==> config.mk <==
export PLATFORM = sky130hd
export DESIGN_NAME = inst_fetch_queue
export DESIGN_NICKNAME = d
export VERILOG_FILES = /design/src/rtl/inst_fetch_queue.sv
export SDC_FILE = /design/constraint.sdc
export NUM_CORES = 1
export LEC_CHECK = 0
export CAP_MARGIN = 30
export CORE_ASPECT_RATIO = 1.75
export CORE_MARGIN = 8
export CORE_UTILIZATION = 54
export CTS_BUF_LIST = sky130_fd_sc_hd__clkbuf_2 sky130_fd_sc_hd__clkbuf_4 sky130_fd_sc_hd__clkbuf_8
export CTS_CLUSTER_DIAMETER = 80
export CTS_CLUSTER_SIZE = 30
export DETAILED_ROUTE_END_ITERATION = 10
export MAX_ROUTING_LAYER = met4
export PLACE_DENSITY = 0.81
export SETUP_SLACK_MARGIN = 0.05
export SYNTH_ARGS = -nofsm -noshare
export SYNTH_HDL_FRONTEND = slang
export SYNTH_SLANG_ARGS = --single-unit
export TNS_END_PERCENT = 1
==> constraint.sdc <==
create_clock -name clk_in -period 4 [get_ports clk_in]
set_input_delay 1 -clock clk_in [delete_from_list [all_inputs] [get_ports clk_in]]
set_output_delay 1 -clock clk_in [all_outputs]
set_load 0.01 [all_outputs]
==> src/rtl/inst_fetch_queue.sv <==
// Instruction fetch queue: fetches words from memory control, predecodes them to
// predict the next PC (JAL always taken, BRANCH via a 2-bit saturating BHT) and
// buffers {inst, pc, predict} entries for the decoder. The ROB trains the BHT on
// branch commit and flushes the queue on a mispredict.
module inst_fetch_queue #(
    parameter int          IQ_DEPTH = 4,
    parameter int          BHT_BITS = 6,
    parameter logic [31:0] RESET_PC = 32'h0000_0000
) (
    input  logic        clk_in,
    input  logic        rst_in,
    input  logic        rdy_in,
    input  logic        flush,
    input  logic [31:0] flush_pc,
    output logic        mc_en,
    output logic [31:0] mc_addr,
    input  logic        mc_rdy,
    input  logic [31:0] mc_data,
    output logic        dec_valid,
    input  logic        dec_ready,
    output logic [31:0] dec_inst,
    output logic [31:0] dec_pc,
    output logic        dec_predict,
    input  logic        bp_upd_en,
    input  logic [31:0] bp_upd_pc,
    input  logic        bp_upd_taken
);

    localparam int               PTR_W      = $clog2(IQ_DEPTH);
    localparam int               CNT_W      = PTR_W + 1;
    localparam logic [CNT_W-1:0] FULL_COUNT = CNT_W'(IQ_DEPTH);
    localparam int               BHT_SIZE   = 1 << BHT_BITS;
    localparam logic [6:0]       OPC_JAL    = 7'b1101111;
    localparam logic [6:0]       OPC_BRANCH = 7'b1100011;

    logic [31:0]      pc_q, pc_d;
    logic             gap_q, gap_d;
    logic [PTR_W-1:0] headPtr_q, headPtr_d;
    logic [PTR_W-1:0] tailPtr_q, tailPtr_d;
    logic [CNT_W-1:0] count_q, count_d;

    logic [31:0] instMem_q [IQ_DEPTH];
    logic [31:0] pcMem_q   [IQ_DEPTH];
    logic        predMem_q [IQ_DEPTH];
    logic [1:0]  bhtCnt_q  [BHT_SIZE];

    logic [BHT_BITS-1:0] lookupIdx;
    logic [BHT_BITS-1:0] updIdx;
    logic [31:0]         immJ;
    logic [31:0]         immB;
    logic                predTaken;
    logic [31:0]         nextPc;
    logic                pushEn;
    logic                popEn;
    logic                unusedUpdPcBits;

    // Only the index bits of the training PC select a counter; the rest is ignored.
    assign unusedUpdPcBits = ^{bp_upd_pc[31:BHT_BITS+2], bp_upd_pc[1:0]};

    assign lookupIdx = pc_q[BHT_BITS+1:2];
    assign updIdx    = bp_upd_pc[BHT_BITS+1:2];

    assign mc_en     = (count_q < FULL_COUNT) && !gap_q;
    assign mc_addr   = pc_q;
    assign dec_valid = (count_q != '0);

    // A flush wins over push and pop; the frozen state (rdy_in=0) accepts neither.
    assign pushEn = rdy_in && !flush && mc_en && mc_rdy;
    assign popEn  = rdy_in && !flush && dec_valid && dec_ready;

    // Head entry is shown only while valid so an empty queue presents all zeros.
    always_comb begin
        dec_inst    = '0;
        dec_pc      = '0;
        dec_predict = 1'b0;
        if (dec_valid) begin
            dec_inst    = instMem_q[headPtr_q];
            dec_pc      = pcMem_q[headPtr_q];
            dec_predict = predMem_q[headPtr_q];
        end
    end

    // Predecode the returning word to choose the predicted next fetch address.
    always_comb begin
        immJ      = {{11{mc_data[31]}}, mc_data[31], mc_data[19:12], mc_data[20],
                     mc_data[30:21], 1'b0};
        immB      = {{19{mc_data[31]}}, mc_data[31], mc_data[7], mc_data[30:25],
                     mc_data[11:8], 1'b0};
        predTaken = 1'b0;
        nextPc    = pc_q + 32'd4;
        if (mc_data[6:0] == OPC_JAL) begin
            predTaken = 1'b1;
            nextPc    = pc_q + immJ;
        end else if (mc_data[6:0] == OPC_BRANCH) begin
            predTaken = bhtCnt_q[lookupIdx][1];
            nextPc    = predTaken ? (pc_q + immB) : (pc_q + 32'd4);
        end
    end

    // Next-state logic for the fetch PC, the bubble flag and the queue pointers.
    always_comb begin
        pc_d      = pc_q;
        gap_d     = gap_q;
        headPtr_d = headPtr_q;
        tailPtr_d = tailPtr_q;
        count_d   = count_q;
        if (rdy_in) begin
            if (flush) begin
                pc_d      = flush_pc;
                gap_d     = 1'b1;
                headPtr_d = '0;
                tailPtr_d = '0;
                count_d   = '0;
            end else begin
                gap_d = 1'b0;
                if (pushEn) begin
                    pc_d      = nextPc;
                    tailPtr_d = tailPtr_q + PTR_W'(1);
                end
                if (popEn) begin
                    headPtr_d = headPtr_q + PTR_W'(1);
                end
                if (pushEn && !popEn) begin
                    count_d = count_q + CNT_W'(1);
                end else if (popEn && !pushEn) begin
                    count_d = count_q - CNT_W'(1);
                end
            end
        end
    end

    // Control registers; reset acts regardless of rdy_in and starts with a bubble.
    always_ff @(posedge clk_in) begin
        if (rst_in) begin
            pc_q      <= RESET_PC;
            gap_q     <= 1'b1;
            headPtr_q <= '0;
            tailPtr_q <= '0;
            count_q   <= '0;
        end else begin
            pc_q      <= pc_d;
            gap_q     <= gap_d;
            headPtr_q <= headPtr_d;
            tailPtr_q <= tailPtr_d;
            count_q   <= count_d;
        end
    end

    // Queue storage is written at the tail on an accepted fetch.
    always_ff @(posedge clk_in) begin
        if (!rst_in && pushEn) begin
            instMem_q[tailPtr_q] <= mc_data;
            pcMem_q[tailPtr_q]   <= pc_q;
            predMem_q[tailPtr_q] <= predTaken;
        end
    end

    // Branch history counters start weakly not-taken and saturate at 0 and 3.
    always_ff @(posedge clk_in) begin
        if (rst_in) begin
            for (int i = 0; i < BHT_SIZE; i++) begin
                bhtCnt_q[i] <= 2'b01;
            end
        end else if (rdy_in && bp_upd_en) begin
            if (bp_upd_taken && (bhtCnt_q[updIdx] != 2'b11)) begin
                bhtCnt_q[updIdx] <= bhtCnt_q[updIdx] + 2'b01;
            end else if (!bp_upd_taken && (bhtCnt_q[updIdx] != 2'b00)) begin
                bhtCnt_q[updIdx] <= bhtCnt_q[updIdx] - 2'b01;
            end
        end
    end

endmodule

==> metrics <==
Post-Route WL 72600 microns; Mapped Nets 1984; Nets 2365; Cells after Synth 1829; switching part of the total 25.6%; Root Buffer clkbuf_8; Critical Path Start Type primary input; commonest non-fill, non-tap cell in the layout edfxtp_1; Routed met3 length 3910 microns; port buffer count 176; clock power share 22.4%; minimum clock period 3.92 ns; share of flip-flops with an asynchronous set or reset 0%; H-Tree Depth 1; initial antenna violation count 3; EDFF count, synth 388; vias in the first global route 17800; most frequent cells in the layout 388 x edfxtp_1, 279 x buf_4, 174 x clkdlybuf4s50_1; period utilisation layout 98.0%; met1 wire length 24100 microns; DR vias/cell 6.23; Hold Fails Final Rpt 0; fin worst setup slack 0.0796 ns; ANT nets after route 0; Slew HR 42.1%; Mean Syn Cell Area 12.4 sq um; Worst Setup Path Type in2reg; Flop pwr share 60.4%; Area Overhead vs Synth 21.8%; Final Instance Area 0.0276 sq mm; Die Ht 287 microns; Hold Slack 0.498 ns; RSZ-0062 raised after global routing yes; DRC 0; top layer in use met4; GRT Total Usage 30.4%; setup TNS 0 ns; layout cells sized above 1 20.8%; internal power 6.25 mW; I/O pin cnt 203; critical path's top delay family compound AO/OA/AOI/OAI gates; Clock transition at path regs 0.18 ns; Netlist cell types 81; Die Wd 171 microns; Initial Util 54.5%; final max-slew violation count 0; DR WL met2 39100 microns; VDD IR max 0.000338 V; CTS Sinks 436; post-DP HPWL 54900 microns; final setup violation count 0; Hold Path Class reg2reg; Tightest Pin Transition 0.863 ns; vias 17300; Setup crit end kind flip-flop; sequential fraction of the synthesis area 55.8%; DP Area 0.0272 sq mm; CP cell instances clkdlybuf4s50_1 -> ha_1 -> inv_1 -> fa_1 -> nand2b_1 -> a21oi_1 -> o2111a_1 -> o31a_1 -> a211oi_1 -> buf_4 -> nor4_1 -> a41o_1 -> o21ai_0 -> o21ai_1; DR WL/cell 26.1 microns; Setup WS pre-CTS -0.634 ns; CTS max path bufs 3; Clock Skew 0.0193 ns; CTS tree built; number of synthesized register bits 436; synth warn 0; Skew-Pair Late Insertion Delay 0.63 ns; Worst EP required 4.55 ns; critical path buffer and inverter count 3; synthesized cell area 0.0226 sq mm; Core Area 0.0415 sq mm; slowest stage delay, CP 0.71 ns; Die Area 0.0489 sq mm; grt total ovfl 0; Cell Pwr Density 305 mW/mm^2; Non-Filler Instances 2780; status completed; CTS buffer count 18; first-pass GRT wire length 108000 microns; top_reg_cell synth edfxtp_1; Max Cap Viol 0; Combinational Power Share 17.2%; Switch Pwr 2.15 mW; Leak 9.81 nW; hold_buf cts 0; slowest cell on the critical path a211oi_1; r2r setup slk 0.38 ns; critical path arrival 4.47 ns; Placer Congestion 1.04; num rows 99; DP Cell Count 2744; fmax 0.255 GHz; Iter 0 DRT Violations 1649; largest net degree at the start of global routing 66; peak fanout along the critical path 5; DR pass1 iterations 5
power by group through the flow:
stage / Combinational [mW] / Sequential [mW] / Clock [mW]
3_3_place_gp: 1.39 / 5.18 / 0
2_1_floorplan: 0.705 / 5.17 / 0
5_1_grt: 1.54 / 5.09 / 2.03
3_5_place_dp: 1.42 / 5.18 / 0
6_report: 1.45 / 5.08 / 1.88
4_1_cts: 1.42 / 5.08 / 1.91
layer usage:
layer,global-route usage [%],up-vias
li1,-,7725
met1,30.3,8553
met2,55.0,786
met3,3.30,260
met4,19.8,0
met5,-,-
kinds of logic after synthesis:
kind of cell | synth area share [%]
XOR/XNOR | 2.52
adder cells (fa/ha/maj) | 2.92
AO/OA/AOI/OAI | 12.2
AND/OR/NAND/NOR | 12.5
flip-flops | 55.8
multiplexers | 11.3
buffers and inverters | 2.85
tightest hold or removal path, cell delays in order (launching register included):
cell	delay [ns]
dfxtp_1	0.37
a21oi_1	0.06
nand2_1	0.06
worst paths after layout:
check,cells after the start,end,startpoint
min reg2reg,2,gap_q,gap_q
max reg2reg,12,mc_addr[14],flip-flop
min,2,gap_q,gap_q
max,14,mc_addr[31],mc_data[21]
final cells by class:
class | count | area (sq um)
Inverter | 28 | 105
Multi-Input combinational cell | 1244 | 9380
Clock buffer | 30 | 350
Fill cell | 3034 | 13900
Antenna cell | 3 | 7.51
Clock inverter | 2 | 13.8
Timing Repair Buffer | 482 | 4390
Sequential cell | 436 | 12600
Tap cell | 555 | 694
through the flow:
step                      utilization, %  total power, mW
final                               66.4             8.41
after global routing                66.4             8.65
after CTS                           66.3             8.41
after detailed placement            65.4             6.60
after global placement              65.3             6.56
after floorplan                        -             5.88
sequential cells by signal, summed over array words and instances, names as in the netlist, named ones only:
register / flops
instMem_q: 128
count_q: 3
headPtr_q: 2
bhtCnt_q: 128
predMem_q: 4
tailPtr_q: 2
gap_q: 1
pcMem_q: 128
mc_addr: 32
Yosys cell counts, drive strengths merged, types with 6 or more instances:
cell type | n | share of area (%)
inv | 27 | 0.45
buf | 49 | 1.2
a21o | 65 | 2.2
dfxtp | 48 | 4.2
xnor2 | 40 | 1.5
and2 | 83 | 2.3
o211ai | 14 | 0.46
mux4 | 94 | 9.4
xor2 | 25 | 0.97
a221oi | 19 | 0.76
nand2 | 160 | 2.7
nor2b | 10 | 0.28
mux2 | 15 | 0.75
o21a | 8 | 0.27
o21bai | 25 | 0.83
nor3 | 26 | 0.58
a31oi | 9 | 0.25
edfxtp | 388 | 52
a211oi | 20 | 0.66
nand4 | 14 | 0.42
a21oi | 83 | 1.8
and3 | 34 | 0.94
nor2 | 148 | 2.5
nand3 | 38 | 0.84
a211o | 6 | 0.23
o22ai | 11 | 0.30
o21ai | 96 | 2.1
mux2i | 25 | 1.1
ha | 48 | 2.7
or2 | 11 | 0.30
nor4 | 11 | 0.30
clkbuf | 72 | 1.2
nand2b | 14 | 0.39
a22oi | 15 | 0.50
timing repair:
| item | in CTS | in global routing |
|---|---|---|
| endpoints found under the hold margin | 0 | 0 |
| gates resized for setup | 0 | 3 |
| setup endpoints to repair | 0 | 220 |
| setup buffers | 0 | 1 |
Note: power is estimated with default switching activity, not from simulation.
==> edit (same flow settings) <==
`IQ_DEPTH`: 4 -> 8.
--- a/src/rtl/inst_fetch_queue.sv
+++ b/src/rtl/inst_fetch_queue.sv
@@ -3,7 +3,7 @@
 // buffers {inst, pc, predict} entries for the decoder. The ROB trains the BHT on
 // branch commit and flushes the queue on a mispredict.
 module inst_fetch_queue #(
-    parameter int          IQ_DEPTH = 4,
+    parameter int          IQ_DEPTH = 8,
     parameter int          BHT_BITS = 6,
     parameter logic [31:0] RESET_PC = 32'h0000_0000
 ) (
Check against the original RTL: no difference found for any inputs over 4 cycles, from zero or initial values and one cycle with rst_in high; that may be too few to reach the edited logic, so the function may still have changed.
==> edit against the unedited design <==
Synthesized area is 45% higher. Total power is 55% higher. Sequential cell count is 264 higher. Clock skew is 0.013 ns higher. Worst setup slack worse by 0.037 ns. Clock power is 60% higher. Design area is 40% higher. Routed wire length is 28% higher. Highest routed layer unchanged.
==> edit: results (changes against the unedited design) <==
- Clk root buf: clkbuf_8 (unchanged)
- Filler instances: 4,324 (was 3,034)
- H-tree depth: 1 (unchanged)
- CTS Buffer Depth: 3 (unchanged)
- Initial DRC count: 1,853 (was 1,649)
- Area contributors post-synth: edfxtp_1 59%, mux4_2 11%, dfxtp_1 3.2% (was edfxtp_1 52%, mux4_2 9.0%, dfxtp_1 4.2%)
- Static leakage: 13.2 nW (was 9.81 nW)
- DR vias/cell: 6.25 (was 6.23)
- Slowest CP cell: dfxtp_4 (was a211oi_1)
- TritonRoute pass-1 iters: 6 (was 5)
- Initial antenna violation count: 2 (was 3)
- Crit-path max cell delay: 0.53 ns (was 0.71 ns)
- Top sig layer: met4 (unchanged)
- Most frequent cells after synthesis: 648 x edfxtp_1, 226 x nor2_1, 159 x mux4_2, 145 x nand2_1, 95 x mux2i_1 (was 388 x edfxtp_1, 160 x nand2_1, 146 x nor2_1, 90 x mux4_2, 83 x a21oi_1)
- Least-Margin Pin Slew: 0.887 ns (was 0.863 ns)
- Avg Inst Size Synth: 14.7 um2 (was 12.4 um2)
- Final wirelength: 93,000 um (was 72,600 um)
- Library cells used by synthesis: 84 (was 81)
- Share of layout cells above drive strength 1: 23.9% (was 20.8%)
- Vias in the first global route: 21,900 (was 17,800)
- Dpl ws: -0.522 ns (was -0.634 ns)
- WS Path Type: reg2out (was in2reg)
- GP Congestion: 1.00 (was 1.04)
- VDD IR-drop max: 0.328 mV (was 0.338 mV)
- Critical path's top delay family: buffers and inverters (was compound AO/OA/AOI/OAI gates)
- Total grt overflow: 0 (unchanged)
- Status: finished, final reports clean (unchanged)
- Hold Startpoint: gap_q$_SDFFE_PP1P_ (unchanged)
- All-Layer GR Usage: 27.2% (was 30.4%)
- Worst-Skew Late Latency: 0.74 ns (was 0.63 ns)
- Buffers on Ports: 176 (unchanged)
- Largest net degree at the start of global routing: 55 (was 66)
- Cells after DPL: 3,379 (was 2,744)
- Post-route met1 wirelength: 32,400 um (was 24,100 um)
- TritonCTS buffer count: 28 (was 18)
- Async SR Flop Fraction: 0% (unchanged)
- First-pass GRT wire length: 137,000 um (was 108,000 um)
- CTS clk-pin slew, worst paths: 0.18 ns (about the same)
- Top Registers: instMem_q (256), pcMem_q (256), bhtCnt_q (128) (was bhtCnt_q (128), instMem_q (128), pcMem_q (128))
- Dpl hpwl: 66,500 um (was 54,900 um)
- Met3 wire len: 5470 um (was 3910 um)
- Final Skew: 0.0323 ns (was 0.0193 ns)
- Routed wire per std cell: 27.1 um (was 26.1 um)
- Nets: 2,781 (was 2,365)
- Routed met2 length: 49,800 um (was 39,100 um)
- Hold WC Path Type: reg2reg (unchanged)
- Yosys warning count: 0 (unchanged)
- Syn nets: 2,388 (was 1,984)
- Max FO, Critical Path: 21 (was 5)
- Post-synth EDFFs: 648 (was 388)
- Seq/Total Area, Yosys: 62.5% (was 55.8%)
-- edit: cell types whose count changed after synthesis, moves of 13 or more --
cell | unedited run | this run
a31oi_1 | 9 | 23
nand2_1 | 160 | 145
o21ai_0 | 75 | 57
mux4_2 | 90 | 159
mux2i_1 | 25 | 95
and3_1 | 34 | 14
a221oi_1 | 18 | 5
nor2_1 | 146 | 226
edfxtp_1 | 388 | 648
and2_1 | 81 | 20
o21ai_1 | 20 | 3
-- edit: cell type report --
| cell class | count | share of cell area (%) |
|---|---|---|
| Sequential cell | 700 | 53.0 |
| Multi-Input combinational cell | 1363 | 30.1 |
| Timing Repair Buffer | 510 | 12.6 |
| Tap cell | 786 | 2.54 |
| Clock buffer | 49 | 1.44 |
| Inverter | 23 | 0.223 |
| Clock inverter | 3 | 0.133 |
| Antenna cell | 2 | 0.0129 |
-- edit: timing repair --
item                       in CTS  in global routing
gates resized for setup        10                 33
setup endpoints to repair      24                 57
buffers inserted                0                  1
gates cloned                    2                  0
-- edit: power breakdown --
part	switching [mW]	internal, mW
Combinational	1.02	0.846
Clock	2.10	0.911
Sequential	0.0709	8.05
Total	3.19	9.81
-- edit: stage by stage --
step	area, um2	utilization [%]	setup TNS [ns]
after floorplan	32900	-	-95.31
after global placement	37900	63.0	-72.11
after detailed placement	37900	63.0	-62.34
after CTS	38600	64.2	-0.290
after global routing	38700	64.3	-0.392
final	38700	64.3	0
-- edit: final timing paths --
| path | endpoint | slack (ns) | cells after the start |
|---|---|---|---|
| hold reg to reg | gap_q$_SDFFE_PP1P_ | 0.52 | 1 |
| setup / recovery | dec_pc[13] | 0.04 | 5 |
| hold / removal | gap_q$_SDFFE_PP1P_ | 0.52 | 1 |
| setup reg to reg | register | 0.56 | 12 |
-- edit: routing by layer --
layer / vias to the layer above / track usage, %
li1: 9433 / -
met1: 10800 / 29.1
met2: 931 / 49.0
met3: 255 / 3.21
met4: 0 / 13.7
met5: - / -
-- edit: kinds of logic after synthesis --
kind of cell    after synthesis  synth area share (%)
fa+ha+maj                    51                  2.02
flops                       700                  62.5
compound gates              381                  8.09
simple gates                600                  8.71
xor+xnor                     66                  1.76
mux                         265                  14.4
buf+inv                     170                  2.45
-- edit: worst reg2reg max path, stage by stage, from the launching register on --
cell and delay (ns):
dfxtp_1 0.39, buf_12 0.21, mux4_2 0.64, mux2_2 0.30
nand3_1 0.08, nand4_1 0.15, o211a_1 0.28, buf_12 0.19
nor2_4 0.14, buf_4 0.28, a21oi_1 0.11, o21a_1 0.12
nor4_1 0.43
